## config.mk

```make
export PLATFORM = sky130hd
export DESIGN_NAME = mips_multicycle_controller
export DESIGN_NICKNAME = d
export VERILOG_FILES = /design/src/rtl/mips_ctrl_pkg.sv /design/src/rtl/alu_decoder.sv /design/src/rtl/mips_multicycle_controller.sv
export SDC_FILE = /design/constraint.sdc
export NUM_CORES = 1
export LEC_CHECK = 0
export BUFFER_PORTS_ARGS = -buffer_cell sky130_fd_sc_hd__buf_2
export CORE_ASPECT_RATIO = 1.75
export CORE_MARGIN = 3
export CORE_UTILIZATION = 30
export CTS_BUF_LIST = sky130_fd_sc_hd__clkbuf_4 sky130_fd_sc_hd__clkbuf_8
export DETAILED_ROUTE_END_ITERATION = 16
export SETUP_SLACK_MARGIN = 0.1
export SLEW_MARGIN = 25
export SYNTH_ARGS = -nofsm -noshare
export SYNTH_HDL_FRONTEND = slang
export SYNTH_SLANG_ARGS = --single-unit
```

## constraint.sdc

```tcl
create_clock -name clk -period 2.47 [get_ports clk]
set_clock_uncertainty 0.05 [all_clocks]
set_input_delay 0.247 -clock clk [delete_from_list [all_inputs] [get_ports clk]]
set_output_delay 0.247 -clock clk [all_outputs]
set_load 0.005 [all_outputs]
```

## src/rtl/mips_ctrl_pkg.sv

```systemverilog
// Shared encodings for the multicycle MIPS controller: opcodes, functs,
// FSM states, ALU operation classes and datapath mux selects.
package mips_ctrl_pkg;

  // Opcodes (instr[31:26])
  localparam logic [5:0] OP_LW    = 6'b100011;
  localparam logic [5:0] OP_SW    = 6'b101011;
  localparam logic [5:0] OP_RTYPE = 6'b000000;
  localparam logic [5:0] OP_BEQ   = 6'b000100;
  localparam logic [5:0] OP_ADDI  = 6'b001000;
  localparam logic [5:0] OP_J     = 6'b000010;

  // R-type function codes (instr[5:0])
  localparam logic [5:0] FN_ADD = 6'b100000;
  localparam logic [5:0] FN_SUB = 6'b100010;
  localparam logic [5:0] FN_AND = 6'b100100;
  localparam logic [5:0] FN_OR  = 6'b100101;
  localparam logic [5:0] FN_SLT = 6'b101010;

  // Controller states, 4-bit encoding
  typedef enum logic [3:0] {
    S_FETCH    = 4'd0,
    S_DECODE   = 4'd1,
    S_MEMADR   = 4'd2,
    S_MEMRD    = 4'd3,
    S_MEMWB    = 4'd4,
    S_MEMWR    = 4'd5,
    S_EXECUTE  = 4'd6,
    S_ALUWB    = 4'd7,
    S_BRANCH   = 4'd8,
    S_ADDIEXEC = 4'd9,
    S_ADDIWB   = 4'd10,
    S_JUMP     = 4'd11
  } state_t;

  // ALU operation class handed from the FSM to the ALU decoder
  typedef enum logic [1:0] {
    ALUOP_ADD   = 2'b00,
    ALUOP_SUB   = 2'b01,
    ALUOP_FUNCT = 2'b10
  } aluop_t;

  // alucontrol encodings
  localparam logic [2:0] ALU_AND = 3'b000;
  localparam logic [2:0] ALU_OR  = 3'b001;
  localparam logic [2:0] ALU_ADD = 3'b010;
  localparam logic [2:0] ALU_SUB = 3'b110;
  localparam logic [2:0] ALU_SLT = 3'b111;

  // ALU B-operand select
  localparam logic [1:0] SRCB_REG   = 2'b00;
  localparam logic [1:0] SRCB_FOUR  = 2'b01;
  localparam logic [1:0] SRCB_IMM   = 2'b10;
  localparam logic [1:0] SRCB_IMMSH = 2'b11;

  // Next-PC select
  localparam logic [1:0] PC_ALU    = 2'b00;
  localparam logic [1:0] PC_ALUOUT = 2'b01;
  localparam logic [1:0] PC_JUMP   = 2'b10;

endpackage

```

## src/rtl/alu_decoder.sv

```systemverilog
// Combinational ALU decoder: maps the FSM's operation class plus the
// R-type funct field onto the 3-bit alucontrol of the datapath ALU.
module alu_decoder
  import mips_ctrl_pkg::*;
(
  input  aluop_t     aluop,
  input  logic [5:0] funct,
  output logic [2:0] alucontrol
);

  // Fixed add/sub for address and branch work, funct lookup for R-type;
  // unknown functs fall back to add so the writeback still happens.
  always_comb begin
    alucontrol = ALU_ADD;
    case (aluop)
      ALUOP_ADD: alucontrol = ALU_ADD;
      ALUOP_SUB: alucontrol = ALU_SUB;
      ALUOP_FUNCT: begin
        case (funct)
          FN_ADD:  alucontrol = ALU_ADD;
          FN_SUB:  alucontrol = ALU_SUB;
          FN_AND:  alucontrol = ALU_AND;
          FN_OR:   alucontrol = ALU_OR;
          FN_SLT:  alucontrol = ALU_SLT;
          default: alucontrol = ALU_ADD;
        endcase
      end
      default: alucontrol = ALU_ADD;
    endcase
  end

endmodule

```

## src/rtl/mips_multicycle_controller.sv

```systemverilog
// Multicycle MIPS control FSM. Drives every datapath enable and mux select
// from the current state, and counts instructions that pass through FETCH.
module mips_multicycle_controller
  import mips_ctrl_pkg::*;
#(
  parameter int CNT_W = 32
) (
  input  logic             clk,
  input  logic             reset,
  input  logic [5:0]       op,
  input  logic [5:0]       funct,
  input  logic             zero,
  output logic             pcen,
  output logic             memwrite,
  output logic             irwrite,
  output logic             regwrite,
  output logic             alusrca,
  output logic             iord,
  output logic             memtoreg,
  output logic             regdst,
  output logic [1:0]       alusrcb,
  output logic [1:0]       pcsrc,
  output logic [2:0]       alucontrol,
  output logic [CNT_W-1:0] instr_count
);

  localparam logic [CNT_W-1:0] CNT_ONE = {{(CNT_W-1){1'b0}}, 1'b1};

  state_t           r_state;
  state_t           w_nextState;
  logic [CNT_W-1:0] r_instrCount;

  logic   w_pcwrite;
  logic   w_branch;
  logic   w_irwrite;
  logic   w_regwrite;
  logic   w_memwrite;
  aluop_t w_aluop;

  // State register; reset drops straight back to FETCH without waiting for clk
  always_ff @(posedge clk or posedge reset) begin
    if (reset) r_state <= S_FETCH;
    else       r_state <= w_nextState;
  end

  // Retired-instruction counter: one tick per edge spent in FETCH, wraps freely
  always_ff @(posedge clk or posedge reset) begin
    if (reset)                  r_instrCount <= '0;
    else if (r_state == S_FETCH) r_instrCount <= r_instrCount + CNT_ONE;
  end

  // Per-state control decode and next-state selection; everything defaults to 0/add
  always_comb begin
    w_nextState = S_FETCH;
    w_pcwrite   = 1'b0;
    w_branch    = 1'b0;
    w_irwrite   = 1'b0;
    w_regwrite  = 1'b0;
    w_memwrite  = 1'b0;
    alusrca     = 1'b0;
    iord        = 1'b0;
    memtoreg    = 1'b0;
    regdst      = 1'b0;
    alusrcb     = SRCB_REG;
    pcsrc       = PC_ALU;
    w_aluop     = ALUOP_ADD;
    case (r_state)
      S_FETCH: begin
        w_irwrite   = 1'b1;
        alusrcb     = SRCB_FOUR;
        w_pcwrite   = 1'b1;
        w_nextState = S_DECODE;
      end
      S_DECODE: begin
        alusrcb = SRCB_IMMSH;
        case (op)
          OP_LW, OP_SW: w_nextState = S_MEMADR;
          OP_RTYPE:     w_nextState = S_EXECUTE;
          OP_BEQ:       w_nextState = S_BRANCH;
          OP_ADDI:      w_nextState = S_ADDIEXEC;
          OP_J:         w_nextState = S_JUMP;
          default:      w_nextState = S_FETCH;
        endcase
      end
      S_MEMADR: begin
        alusrca     = 1'b1;
        alusrcb     = SRCB_IMM;
        w_nextState = (op == OP_LW) ? S_MEMRD : S_MEMWR;
      end
      S_MEMRD: begin
        iord        = 1'b1;
        w_nextState = S_MEMWB;
      end
      S_MEMWB: begin
        memtoreg   = 1'b1;
        w_regwrite = 1'b1;
      end
      S_MEMWR: begin
        iord       = 1'b1;
        w_memwrite = 1'b1;
      end
      S_EXECUTE: begin
        alusrca     = 1'b1;
        w_aluop     = ALUOP_FUNCT;
        w_nextState = S_ALUWB;
      end
      S_ALUWB: begin
        regdst     = 1'b1;
        w_regwrite = 1'b1;
      end
      S_BRANCH: begin
        alusrca  = 1'b1;
        w_aluop  = ALUOP_SUB;
        pcsrc    = PC_ALUOUT;
        w_branch = 1'b1;
      end
      S_ADDIEXEC: begin
        alusrca     = 1'b1;
        alusrcb     = SRCB_IMM;
        w_nextState = S_ADDIWB;
      end
      S_ADDIWB: begin
        w_regwrite = 1'b1;
      end
      S_JUMP: begin
        pcsrc     = PC_JUMP;
        w_pcwrite = 1'b1;
      end
      default: w_nextState = S_FETCH;
    endcase
  end

  // Architectural write strobes are gated by reset so nothing commits while it is held
  assign pcen        = ~reset & (w_pcwrite | (w_branch & zero));
  assign irwrite     = ~reset & w_irwrite;
  assign regwrite    = ~reset & w_regwrite;
  assign memwrite    = ~reset & w_memwrite;
  assign instr_count = r_instrCount;

  alu_decoder u_aluDecoder (
    .aluop      (w_aluop),
    .funct      (funct),
    .alucontrol (alucontrol)
  );

endmodule

```

==> qor.csv, run 1 <==
metric,value,unit
clk_latency,0.29,ns
drt_iter0_markers,94,
die_area,7690,µm²
synth_top_cell_area_share,0.452,
worst_pin_slew,0.672,ns
nNetsFinal,292,
hold_viol,0,
hold_class,primary input to asynchronous set/reset pin,
r2r_start,r_state[1],
cts_root_buf,clkbuf_8,
syn_area_per_cell,9.62,µm²
gp_congestion,0.748,
synthTopCellsByCount,"36 x dfrtp_1, 22 x xnor2_1, 19 x nand2_1",
total_power,0.00166,W
cp-startpoint,r_state[1],
outcome,"finished, final reports clean",
std_cell_rows,38,
wl_per_cell,13.8,µm
cp-start-kind,register,
dp_hpwl,3800,µm
initial_core_util,0.315,
overflow,0,
path_clk_slew,0.08,ns
grt_usage,0.137,
fmax,440,MHz
final.setup.tns,0,ns
design_area,2520,µm²
num_antenna_cells,0,
cp_max_fo,15,
drt_pass1_iterations,4,
worstReg2RegEnd,instr_count[24],
drcViolationCount,0,
ys_seq_area_frac,0.452,
slew_headroom,0.552,
antenna_found_initial,0,
crit_required,2.17,ns
ant_nets,0,
cts_inserted_buffers,5,
synth.most_common_cell,dfrtp_1,
core-area,6320,µm²
reg2regPathDepth,4,
grt_pass1_vias,1829,
path_class,register to output pin,
areaGrowthSynthToFinish,26.5,%
clock-sinks,36,
ir_worst_vdd,0.246,mV
power_density,659,nW/µm²
via_per_inst,5.05,
cts_tree,built,
die_h,114,µm
r2r_setup_slack,0.41,ns
syn_nets,225,
drv_slew,0,
routed_wl,4910,µm
cts_buffer_depth,2,
cp.arrival,1.98,ns
fin_crit_sh,0.920,
grt_max_degree,22,
cp-end-kind,output pin,
rsz0062_at_grt,false,
io_pins,62,
setup_viol,0,
ys_types,37,
async_flop_share,1.00,
synth_top_cell_by_area,dfrtp_1,
synth-seq-cells,36,
die_x,67.6,µm
synth-edff-count,0,
grt_pass1_wl,8200,µm
placedInstanceArea,2410,µm²
ys.flop_type,dfrtp_1,
yosysWarnings,0,
portBuffers,61,
drive_above_1_share,0.295,
max-cap-violations,0,
min_period,2.27,ns
num_vias,1793,
syn_inst,207,
crit_end,alucontrol[1],
htreeDepth,2,
synth_area,1990,µm²
power.leakage,1.29,nW
netlist_top_cells_area,"dfrtp_1 45%, xnor2_1 9.7%, xor2_1 4.8%, nand4_1 4.4%, nand3_1 4.0%",
worst max-delay path: stages, from the launching register on:
cell	delay (ns)
dfrtp_1	0.38
buf_4	0.19
or3_1	0.40
ha_1	0.33
a211o_1	0.27
buf_2	0.12
how the worst min path moves through the flow:
stage,startpoint,end,slack (ns),cells past startpoint
2_1_floorplan,op[2],r_state[3],0.35,2
3_3_place_gp,reset,r_state[2],0.38,2
3_5_place_dp,reset,r_state[2],0.38,2
4_1_cts,reset,instr_count[24],0.07,2
5_1_grt,reset,instr_count[24],0.10,2
6_report,reset,instr_count[24],0.04,2
per-layer routing:
metal  vias to the layer above  track usage  routed length (µm)
met5                         -            0                   0
met4                         0       0.0569                  94
met3                         6       0.0266                 332
met2                        55        0.252                2620
met1                       863        0.145                1860
li1                        869            -                   -
metrics by stage:
step	setup slack, ns	utilization	hold WS [ns]	cells
after global routing	0.113	0.398	0.104	355
after floorplan	0.461	-	0.349	207
after CTS	0.171	0.396	0.0677	353
final	0.197	0.398	0.0435	355
after global placement	0.394	0.381	0.378	345
after detailed placement	0.349	0.381	0.381	345
final cells by class:
class	count	area (µm²)
Clock inverter	2	10.0
Clock buffer	6	82.6
Fill cell	641	3800
Sequential cell	36	902
Tap cell	80	100
Timing Repair Buffer	68	370
Inverter	5	18.8
Multi-Input combinational cell	158	1040
sequential cells by signal (all words and copies together) (netlist names):
signal,cells
instr_count,32
r_state,4
placed cells by master (no fill, tap or decap), types with 2 or more instances in the layout:
master	netlist	routed
nand2_1	19	19
and4_1	5	5
and3_1	12	12
nor3_1	9	9
buf_2	2	61
dfrtp_1	36	35
clkinv_2	0	2
a21oi_1	6	6
nand3_1	16	16
nor2b_1	2	2
ha_1	3	3
clkbuf_8	0	6
or3_1	2	2
nand4_1	14	14
buf_4	1	6
o21ai_0	4	4
inv_1	5	5
nand2b_1	2	2
nor3b_1	2	2
xor2_1	11	11
nor2_1	14	14
xnor2_1	22	22
cells by family after synthesis:
logic type / count (synthesis) / share of synthesized area
AOI/OAI and AO/OA: 15 / 0.0452
muxes: 1 / 0.00503
DFF: 36 / 0.452
and+or+nand+nor: 106 / 0.306
buffers and inverters: 13 / 0.0276
xor gates and xnor gates: 33 / 0.145
adders and majority gates: 3 / 0.0188
repair_timing:
action / CTS / global route
buffers inserted: 0 / 2
endpoints found under the setup margin: 2 / 2
resized for setup: 1 / 0
hold buffers: 0 / 0
where the power goes:
group | leakage, nW | internal [W] | switching, W
Combinational | 0.748 | 0.000229 | 0.000258
Sequential | 0.488 | 0.000653 | 0.0000847
Clock | 0.0510 | 0.000223 | 0.000214
(Power assumes the default switching activity.)
==> run 2, diff against run 1 <==
RECOVER_POWER = 50   (was default)
==> run 2 against run 1 <==
Compared with the run above: sequential cell count did not move; cell count did not move; register-to-register slack barely moved; global-route usage did not move; via count fell by 0.73%; critical path depth did not move; critical path type unchanged; critical endpoint unchanged; largest cell class unchanged; highest routed layer unchanged.
==> qor.csv, run 2 (synthesis results as in run 1) <==
metric,value,unit
gp_congestion,0.748,
power_density,665,nW/µm²
cp-end-kind,output pin,
dp_hpwl,3800,µm
ir_worst_vdd,0.238,mV
drt_pass1_iterations,4,
cts_root_buf,clkbuf_8,
std_cell_rows,38,
setup_viol,0,
die_x,67.6,µm
reg2regPathDepth,4,
clock-sinks,36,
hold_viol,0,
drcViolationCount,0,
portBuffers,61,
grt_pass1_wl,8200,µm
fillers,654,
crit_required,2.17,ns
clk_latency,0.29,ns
cp.arrival,1.98,ns
fin_crit_sh,0.920,
total_power,0.00166,W
worstReg2RegEnd,instr_count[24],
cts_buffer_depth,2,
hold_class,primary input to asynchronous set/reset pin,
drt_iter0_markers,82,
r2r_start,r_state[1],
largest_reg_flops,32,
design_area,2490,µm²
ctsHoldBuffers,0,
power.leakage,1.24,nW
initial_core_util,0.315,
max-cap-violations,0,
final.setup.tns,0,ns
via_per_inst,5.01,
worst_pin_slew,1.14,ns
areaGrowthSynthToFinish,25.1,%
fmax,440,MHz
critical-path-slowest-cell,or3_1,
r2r_setup_slack,0.41,ns
routed_wl,4910,µm
finish.utilization,0.394,
drv_slew,0,
rsz0062_at_grt,false,
ant_nets,0,
drive_above_1_share,0.255,
path_class,register to output pin,
outcome,"finished, final reports clean",
cp-start-kind,register,
overflow,0,
crit_path_cell_trace,buf_4 > or3_1 > ha_1 > a211o_1 > buf_2,
grt_max_degree,22,
cp_max_fo,15,
path_clk_slew,0.08,ns
wl_per_cell,13.8,µm
slew_headroom,0.237,
core-area,6320,µm²
grt_pass1_vias,1829,
die_h,114,µm
placedInstanceArea,2410,µm²
nNetsFinal,292,
num_vias,1780,
grt_usage,0.137,
die_area,7690,µm²
mostFrequentLayoutCells,"51 x buf_2, 35 x dfrtp_1, 22 x xnor2_1",
final_common_cell,buf_2,
cts_tree,built,
antenna_found_initial,0,
io_pins,62,
num_antenna_cells,0,
htreeDepth,2,
min_period,2.27,ns
slowest_delay,0.40,ns
cts_inserted_buffers,5,
## run 2: cell count changes in the layout (fill, tap and decap cells not counted)
cell and change:
buf_12 -1, buf_2 -10, clkbuf_1 +11
## run 2: what timing repair did
item | 4_1_cts | 5_1_grt
resized for setup | 1 | 0
setup buffers | 0 | 2
endpoints found under the setup margin | 2 | 2
gates cloned | 0 | 0
## run 2: report_power, final
part | switching, W | total (W) | internal, W
clock | 0.000214 | 0.000436 | 0.000223
sequential | 0.0000855 | 0.000738 | 0.000653
combinational | 0.000258 | 0.000482 | 0.000224
## run 2: worst max-delay path, delay by kind of cell (launching register included)
kind / cells / cell delay (ns)
AOI/OAI and AO/OA: 1 / 0.27
adders and majority gates: 1 / 0.33
buffers and inverters: 2 / 0.31
DFF: 1 / 0.38
and+or+nand+nor: 1 / 0.40
## run 2: layer usage
metal  global-route usage  share of wire  wire length (µm)
met1                0.145           0.38              1870
met2                0.252           0.53              2610
met3               0.0266          0.069               340
met4               0.0569          0.019                94
met5                    0              0                 0
## run 2: how the worst max path moves through the flow
stage                     from         endpoint  slack [ns]
detailed placement  r_state[3]  instr_count[24]        0.35
CTS                 r_state[3]    alucontrol[1]        0.17
global route        r_state[1]    alucontrol[1]        0.11
global placement    r_state[3]  instr_count[24]        0.39
floorplan           r_state[2]    alucontrol[1]        0.46
finish              r_state[1]    alucontrol[1]        0.20
## run 2: final cells by class
type	count	area, µm²	share of cell area
well taps	80	100	0.0402
clock inverters	2	10.0	0.00402
inverters	5	18.8	0.00753
flip-flops and latches	36	902	0.362
repair buffers	68	342	0.137
clock buffers	6	82.6	0.0331
multi-input cells	158	1040	0.416
## run 2: stage by stage
step / cells / hold slack, ns / setup slack (ns)
floorplan: 207 / 0.349 / 0.461
global placement: 345 / 0.378 / 0.394
detailed placement: 345 / 0.381 / 0.349
CTS: 353 / 0.0677 / 0.171
global route: 355 / 0.123 / 0.113
finish: 355 / 0.0522 / 0.197
==> run 3, diff against run 2 <==
clock period = 2.5 ns   (was 2.47 ns; I/O delays follow)
==> run 3 against run 2 <==
Compared with the run above: cell count down 0.56%; sequential power about the same; sequential share of layout area down 0.073 points; largest power group unchanged; utilization up 0.079 points; design area up 0.20%; critical path depth unchanged; clock power up 20%; register-to-register slack worse by 0.03 ns.
==> qor.csv, run 3 (synthesis results as in run 1) <==
metric,value,unit
drcViolationCount,0,
routed_wl,4880,µm
cts_buffer_depth,2,
postCtsSetupRepairBufs,0,
ant_nets,0,
min_period,2.30,ns
grt_pass1_vias,1871,
cp-end-kind,output pin,
outcome,"finished, final reports clean",
hold_class,primary input to asynchronous set/reset pin,
grt_pass1_wl,8530,µm
antenna_found_initial,0,
final_common_cell,buf_2,
die_area,7690,µm²
overflow,0,
path_class,register to output pin,
slew_headroom,0.256,
worst_pin_slew,1.12,ns
total_power,0.00173,W
std_cell_rows,38,
htreeDepth,2,
dp_hpwl,3740,µm
drt_pass1_iterations,4,
hold_viol,0,
num_vias,1790,
cts_inserted_buffers,5,
cp-start-kind,register,
gp_congestion,0.768,
portBuffers,61,
initial_core_util,0.315,
fin_hold_ws,0.0549,ns
cts_root_buf,clkbuf_8,
areaGrowthSynthToFinish,25.3,%
fmax,434,MHz
wl_per_cell,13.8,µm
num_antenna_cells,0,
drt_iter0_markers,92,
clk_latency,0.29,ns
cts_tree,built,
die_h,114,µm
drv_slew,0,
clock-sinks,36,
io_pins,62,
via_per_inst,5.07,
path_clk_slew,0.07,ns
setup_viol,0,
place_ws,0.362,ns
ir_worst_vdd,0.258,mV
core-area,6320,µm²
fin_crit_sh,0.922,
cp.arrival,2.00,ns
fillers,652,
final.setup.tns,0,ns
crit_required,2.20,ns
nNetsFinal,290,
grt_max_degree,21,
grt_usage,0.140,
die_x,67.6,µm
cp_max_fo,7,
power.leakage,1.22,nW
drive_above_1_share,0.234,
ctsHoldBuffers,0,
finish.utilization,0.395,
max-cap-violations,0,
r2r_setup_slack,0.38,ns
rsz0062_at_grt,false,
fin_ws,0.195,ns
mostFrequentLayoutCells,"46 x buf_2, 35 x dfrtp_1, 22 x xnor2_1",
largest_reg_flops,32,
power_density,692,nW/µm²
==> run 3: changes by cell type in the layout (fill, tap and decap cells not counted), sizes merged <==
cell    change
clkinv      -1
buf         -7
bufinv      +1
clkbuf      +5
==> run 3: worst max-delay path: stages, from the launching register on <==
cell      delay (ns)
dfrtp_1         0.46
nand2b_4        0.19
or3_1           0.33
ha_1            0.34
a211o_1         0.27
buf_2           0.12
==> run 3: routing by layer <==
metal | wire [µm] | global-route usage | vias up
met5 | 0 | 0 | -
met4 | 55 | 0.0447 | 0
met3 | 296 | 0.0286 | 4
met2 | 2660 | 0.256 | 59
met1 | 1870 | 0.154 | 865
li1 | - | - | 862
==> run 3: where the power goes <==
group | switching (W) | internal [W]
sequential | 0.0000918 | 0.000645
combinational | 0.000252 | 0.000218
clock | 0.000215 | 0.000307
total | 0.000559 | 0.00117
==> run 3: worst paths after layout <==
check | endpoint | start | depth (start not counted)
worst min register to register | instr_count[31] | instr_count[31] | 1
worst max register to register | instr_count[24] | r_state[2] | 4
worst max-delay path | alucontrol[1] | r_state[2] | 5
worst min-delay path | r_state[2] | reset | 2
min in group clk | r_state[3] | op[2] | 3
max in group asynchronous | instr_count[7] | reset | 3
==> run 3: repair_timing <==
item | CTS | global route
resized for setup | 1 | 1
hold endpoints to repair | 0 | 0
setup endpoints to repair | 1 | 2
==> run 3: metrics by stage <==
| step | std cells | cell area (µm²) |
|---|---|---|
| finish | 353 | 2500 |
| global route | 353 | 2500 |
| CTS | 353 | 2520 |
| detailed placement | 345 | 2410 |
| global placement | 345 | 2410 |
| floorplan | 207 | 1990 |
==> run 3: final cells by class <==
| cell class | instances | area (µm²) | area share |
|---|---|---|---|
| tap | 80 | 100 | 0.0401 |
| sequential | 36 | 902 | 0.361 |
| multi-input combinational | 158 | 1040 | 0.418 |
| timing repair buffer | 66 | 320 | 0.128 |
| inverter | 5 | 18.8 | 0.00752 |
| clock inverter | 2 | 35.0 | 0.0140 |
| clock buffer | 6 | 76.3 | 0.0306 |
